===== config.mk =====
export PLATFORM = sky130hd
export DESIGN_NAME = ext_arbiter
export DESIGN_NICKNAME = d
export VERILOG_FILES = /design/src/rtl/ext_arbiter.sv
export SDC_FILE = /design/constraint.sdc
export NUM_CORES = 1
export LEC_CHECK = 0
export CAP_MARGIN = 10
export CORE_MARGIN = 2
export CORE_UTILIZATION = 61
export CTS_CLUSTER_SIZE = 24
export DETAILED_ROUTE_END_ITERATION = 8
export PLACE_DENSITY_LB_ADDON = 0.2
export RECOVER_POWER = 100
export SETUP_SLACK_MARGIN = 0.5
export SKIP_LAST_GASP = 1
export SLEW_MARGIN = 0
export SYNTH_ARGS = -nofsm -noshare
export SYNTH_HDL_FRONTEND = slang
export SYNTH_SLANG_ARGS = --single-unit

===== constraint.sdc =====
create_clock -name clk -period 7.96 [get_ports clk]
set_input_delay 1.592 -clock clk [delete_from_list [all_inputs] [get_ports clk]]
set_output_delay 1.592 -clock clk [all_outputs]
set_load 0.1 [all_outputs]

===== src/rtl/ext_arbiter.sv =====
// Round-robin arbiter sharing one immediate-extension unit between two requesters;
// extended results and source IDs are queued in a small output FIFO.
module ext_arbiter #(
  parameter int DEPTH = 4,
  parameter int AW    = 2
) (
  input  logic        clk,
  input  logic        reset,
  input  logic        req0_valid,
  input  logic [15:0] req0_imm,
  input  logic [1:0]  req0_eop,
  output logic        req0_ready,
  input  logic        req1_valid,
  input  logic [15:0] req1_imm,
  input  logic [1:0]  req1_eop,
  output logic        req1_ready,
  output logic        out_valid,
  output logic [31:0] out_data,
  output logic        out_src,
  input  logic        out_ready
);

  logic [AW:0]   count_reg, count_next;
  logic [AW-1:0] rd_ptr_reg, wr_ptr_reg;
  logic          pri_reg;
  logic [32:0]   mem_reg [DEPTH];

  logic          full, grant0, grant1, push, pop, src_sel;
  logic [15:0]   imm_sel;
  logic [1:0]    eop_sel;
  logic [31:0]   ext_val;

  function automatic logic [31:0] extend(input logic [15:0] imm, input logic [1:0] eop);
    logic [31:0] r;
    case (eop)
      2'b00:   r = {{16{imm[15]}}, imm};
      2'b01:   r = {16'h0000, imm};
      2'b10:   r = {imm, 16'h0000};
      default: r = {{14{imm[15]}}, imm, 2'b00};
    endcase
    return r;
  endfunction

  // A lone requester always wins; pri only breaks ties.
  assign full   = (count_reg == (AW+1)'(DEPTH));
  assign grant0 = !full && req0_valid && (!req1_valid || !pri_reg);
  assign grant1 = !full && req1_valid && (!req0_valid ||  pri_reg);
  assign req0_ready = grant0;
  assign req1_ready = grant1;

  assign push    = grant0 || grant1;
  assign src_sel = grant1;
  assign imm_sel = grant1 ? req1_imm : req0_imm;
  assign eop_sel = grant1 ? req1_eop : req0_eop;
  assign ext_val = extend(imm_sel, eop_sel);

  assign out_valid = (count_reg != '0);
  assign pop       = out_valid && out_ready;
  assign out_data  = mem_reg[rd_ptr_reg][31:0];
  assign out_src   = mem_reg[rd_ptr_reg][32];

  always_comb begin
    count_next = count_reg;
    case ({push, pop})
      2'b10:   count_next = count_reg + (AW+1)'(1);
      2'b01:   count_next = count_reg - (AW+1)'(1);
      default: count_next = count_reg;
    endcase
  end

  always_ff @(posedge clk) begin
    if (reset) begin
      count_reg  <= '0;
      rd_ptr_reg <= '0;
      wr_ptr_reg <= '0;
      pri_reg    <= 1'b0;
      for (int i = 0; i < DEPTH; i++) mem_reg[i] <= '0;
    end else begin
      count_reg <= count_next;
      if (push) begin
        mem_reg[wr_ptr_reg] <= {src_sel, ext_val};
        wr_ptr_reg          <= wr_ptr_reg + AW'(1);
        pri_reg             <= ~src_sel;
      end
      if (pop) rd_ptr_reg <= rd_ptr_reg + AW'(1);
    end
  end

endmodule


==> metrics.txt <==
# TYPE chip_impl_metric gauge
chip_impl_metric{name="grt_start_max_net_pins",unit=""} 35
chip_impl_metric{name="diodes",unit=""} 0
chip_impl_metric{name="postSynthCellCount",unit=""} 512
chip_impl_metric{name="post-place-cells",unit=""} 698
chip_impl_metric{name="cts.repair.resized",unit=""} 0
chip_impl_info{name="worstHoldEndpoint",value="wr_ptr_reg[0]"} 1
chip_impl_metric{name="gr-usage-all-layers",unit=""} 0.295
chip_impl_metric{name="yosysSeqAreaShare",unit=""} 0.590
chip_impl_metric{name="finalSetupViolCount",unit=""} 0
chip_impl_metric{name="arrival",unit="ns"} 5.33
chip_impl_metric{name="globalRouteOverflowTotal",unit=""} 0
chip_impl_info{name="violated_checks",value="capacitance limit, slew limit"} 1
chip_impl_info{name="outcome",value="finished, violations left"} 1
chip_impl_metric{name="gp_congestion",unit=""} 0.901
chip_impl_info{name="ys_top_cells_by_count",value="132 x edfxtp_1, 108 x nor2_1, 33 x mux4_2"} 1
chip_impl_metric{name="io_buffers",unit=""} 76
chip_impl_info{name="hp-start",value="wr_ptr_reg[0]"} 1
chip_impl_info{name="min-delay-path-class",value="flop to flop"} 1
chip_impl_metric{name="initial_utilization",unit=""} 0.621
chip_impl_info{name="most_frequently_used_cell_type_in_the_post_synthesis_netlist",value="edfxtp_1"} 1
chip_impl_info{name="crit_type",value="input pin to primary output"} 1
chip_impl_metric{name="dieArea",unit="sq um"} 12500
chip_impl_metric{name="num-nets-final",unit=""} 617
chip_impl_metric{name="detailedRoute.firstPassIterationCount",unit=""} 4
chip_impl_metric{name="report.power.total",unit="W"} 0.00304
chip_impl_metric{name="tightestPinTransition",unit="ns"} 2.31
chip_impl_metric{name="skew_pair_late_insertion_delay",unit="ns"} 0.42
chip_impl_metric{name="ios",unit=""} 77
chip_impl_metric{name="max_stage_delay",unit="ns"} 1.30
chip_impl_metric{name="period_minus_slack",unit="ns"} 6.92
chip_impl_metric{name="max-clock-path-buffers",unit=""} 2
chip_impl_info{name="critical_path_cell_by_cell",value="dlygate4sd3_1, nand2b_1, nand3_2, clkinvlp_2, clkdlybuf4s50_1"} 1
chip_impl_metric{name="sequential_cell_area",unit="sq um"} 4170
chip_impl_metric{name="cts-hold-fix-buffers",unit=""} 0
chip_impl_metric{name="crit_fanout",unit=""} 19
chip_impl_metric{name="timing.max_cap.violations",unit=""} 7
chip_impl_metric{name="p_sw_frac",unit=""} 0.405
chip_impl_info{name="synth_top_cells_by_area",value="edfxtp_1 56%, mux4_2 11%, nor2_1 5.7%, o2bb2ai_1 3.7%, a22o_1 3.5%"} 1
chip_impl_metric{name="multi_input_area",unit="sq um"} 2640
chip_impl_metric{name="cts.clk_slew.worst_paths",unit="ns"} 0.06
chip_impl_metric{name="timing.slew.headroom",unit=""} -0.539
chip_impl_metric{name="postSynthRegisterBits",unit=""} 142
chip_impl_metric{name="fin_worst_hold_slack",unit="ns"} 0.496
chip_impl_metric{name="largest_register_ff_count",unit=""} 132
chip_impl_metric{name="crit_buf_inv",unit=""} 3
chip_impl_metric{name="number_of_hold_slack_violations_in_the_final_timing_report",unit=""} 0
chip_impl_metric{name="power_density",unit="nW/um^2"} 358
chip_impl_metric{name="pwr-share-comb",unit=""} 0.391
chip_impl_info{name="cpMaxStageDelayCell",value="clkdlybuf4s50_1"} 1
chip_impl_metric{name="dieWidth",unit="microns"} 112
chip_impl_metric{name="max_freq",unit="GHz"} 0.144
chip_impl_metric{name="synthDominantCellAreaShare",unit=""} 0.561
chip_impl_metric{name="p_leak",unit="nW"} 3.08
chip_impl_metric{name="fp-row-count",unit=""} 39
chip_impl_info{name="critPathCaptureType",value="primary output"} 1
chip_impl_metric{name="rrSetupSlack",unit="ns"} 2.35
chip_impl_metric{name="vdd_ir_drop_max",unit="mV"} 0.308
chip_impl_info{name="critical_path.startpoint_type",value="input pin"} 1
chip_impl_metric{name="register_to_register_path_depth",unit=""} 6
chip_impl_metric{name="dr_total_vias",unit=""} 4638
chip_impl_metric{name="floorplan.core_area",unit="sq um"} 11400
chip_impl_metric{name="finalWirelength",unit="microns"} 17200
chip_impl_info{name="clock_tree_from_tritoncts",value="built"} 1
chip_impl_metric{name="switchingPower",unit="W"} 0.00123
chip_impl_metric{name="dr.first_iter.drc_count",unit=""} 405
chip_impl_metric{name="worstPathRequired",unit="ns"} 6.37
chip_impl_metric{name="final_min_period_over_clock_period",unit=""} 0.870
chip_impl_metric{name="postRouteAntennaNets",unit=""} 0
chip_impl_metric{name="ctsHtreeMaxLevel",unit=""} 4
chip_impl_metric{name="hpwlAfterDp",unit="microns"} 10600
chip_impl_metric{name="grt_antenna_before_repair",unit=""} 0
chip_impl_metric{name="route.detailed.drc",unit=""} 0
chip_impl_metric{name="cts_inserted_buffers",unit=""} 17
chip_impl_metric{name="first_pass_grt_wire_length",unit="microns"} 27300
chip_impl_info{name="path_delay_family",value="buffers and inverters"} 1
chip_impl_metric{name="syn-num-nets",unit=""} 555
chip_impl_metric{name="postSynth.asyncResetShare",unit=""} 0
chip_impl_metric{name="clock_power_share",unit=""} 0.291
chip_impl_metric{name="syn_avg_cell_area",unit="sq um"} 13.8
chip_impl_info{name="timing.rr.start",value="count_reg[2]"} 1
chip_impl_metric{name="slew_violations",unit=""} 238
chip_impl_metric{name="cts_setup_buffers",unit=""} 0
chip_impl_metric{name="setup_total_negative_slack",unit="ns"} 0
chip_impl_info{name="synth_flop_cell",value="edfxtp_1"} 1
chip_impl_metric{name="yosys.cell_types.count",unit=""} 44
chip_impl_metric{name="postLayoutCoreUtil",unit=""} 0.746
chip_impl_metric{name="finish.cell_count_without_fillers",unit=""} 730
chip_impl_metric{name="clock-sinks",unit=""} 142
chip_impl_info{name="rsz0062_at_grt",value="no"} 1
chip_impl_metric{name="seq_power_share",unit=""} 0.318
chip_impl_metric{name="die_h",unit="microns"} 112
chip_impl_metric{name="final_layout_size_suffix_gt1_frac",unit=""} 0.182
chip_impl_metric{name="post_synth_edffs",unit=""} 132
chip_impl_metric{name="netlist_area",unit="sq um"} 7060
chip_impl_metric{name="wl_per_cell",unit="microns"} 23.5
chip_impl_metric{name="number_of_global_route_vias_before_repair",unit=""} 4863
chip_impl_info{name="post_synth_top_area_cell",value="edfxtp_1"} 1
chip_impl_metric{name="drt-vias-per-instance",unit=""} 6.35
chip_impl_metric{name="holdPathStages",unit=""} 2
chip_impl_metric{name="power.internal",unit="W"} 0.00181
chip_impl_info{name="root_buf_cell",value="clkbuf_16"} 1
chip_impl_info{name="r2r-end",value="mem_reg[0][1]"} 1
chip_impl_metric{name="timing.clock.skew",unit="ns"} 0.00810
chip_impl_metric{name="warnings_from_yosys",unit=""} 0
chip_impl_metric{name="areaGrowthSynthToFinish",unit="%"} 20.2
chip_impl_metric{name="fillCellCount",unit=""} 761
==> power groups by stage <==
stage	clock network (W)	registers (W)	logic (W)
detailed placement	0	0.000980	0.00122
global placement	0	0.000971	0.00121
floorplan	0	0.000967	0.000968
global route	0.000929	0.000977	0.00124
finish	0.000884	0.000967	0.00119
CTS	0.000889	0.000966	0.00123
==> worst max path at each step <==
stage | slack (ns) | from | end | cells after the start
2_1_floorplan | 3.13 | req1_valid | req0_ready | 2
3_3_place_gp | 1.86 | req0_valid | req1_ready | 5
3_5_place_dp | 1.86 | req0_valid | req1_ready | 5
4_1_cts | 1.83 | req0_valid | req1_ready | 5
5_1_grt | 0.87 | req0_valid | req1_ready | 5
6_report | 1.04 | req0_valid | req1_ready | 5
==> area by class of cell <==
class	count	share of cell area
multi-input cells	317	0.311
inverters	12	0.00545
well taps	143	0.0211
flip-flops and latches	142	0.491
clock buffers	18	0.0506
repair buffers	84	0.0942
clock inverters	14	0.0273
==> worst register-to-register path, delay by kind of cell (launching register included) <==
kind          cells  cell delay [ns]
simple gates      4             2.93
buf+inv           2             1.84
flops             1             0.38
==> per-layer routing <==
metal | global-route usage | part of all wire | routed length (microns)
met1 | 0.391 | 0.40 | 6840
met2 | 0.491 | 0.52 | 8850
met3 | 0.0719 | 0.069 | 1190
met4 | 0.0914 | 0.017 | 298
met5 | 0 | 0 | 0
==> stage by stage <==
stage	worst slack [ns]	area, sq um
2_1_floorplan	3.13	7060
3_3_place_gp	1.86	7860
3_5_place_dp	1.86	7860
4_1_cts	1.83	8520
5_1_grt	0.874	8490
6_report	1.04	8490
==> layout by cell type, fill, tap and decap left out, types with 3 or more instances in the layout <==
| cell | n |
|---|---|
| mux2i_4 | 6 |
| a22o_1 | 28 |
| clkbuf_16 | 17 |
| mux4_2 | 33 |
| a21oi_1 | 6 |
| o21ai_0 | 4 |
| dfxtp_1 | 9 |
| clkbuf_1 | 6 |
| o2bb2ai_1 | 30 |
| nand2b_1 | 6 |
| mux2i_1 | 22 |
| edfxtp_1 | 132 |
| nor2_1 | 111 |
| nand2_1 | 4 |
| or3_1 | 5 |
| nor2b_1 | 4 |
| mux2i_2 | 3 |
| bufinv_16 | 5 |
| inv_1 | 10 |
| nor2_2 | 27 |
| clkdlybuf4s50_1 | 37 |
| clkinv_4 | 3 |
| dlygate4sd3_1 | 39 |
| xor2_1 | 5 |
==> cells by family after synthesis <==
kind of cell | count (synthesis) | share of synthesized area
xor+xnor | 7 | 0.00868
simple gates | 169 | 0.112
flops | 142 | 0.590
buf+inv | 53 | 0.0361
mux | 64 | 0.161
fa+ha+maj | 2 | 0.00461
compound gates | 75 | 0.0879
Note: power is estimated with default switching activity, not from simulation.
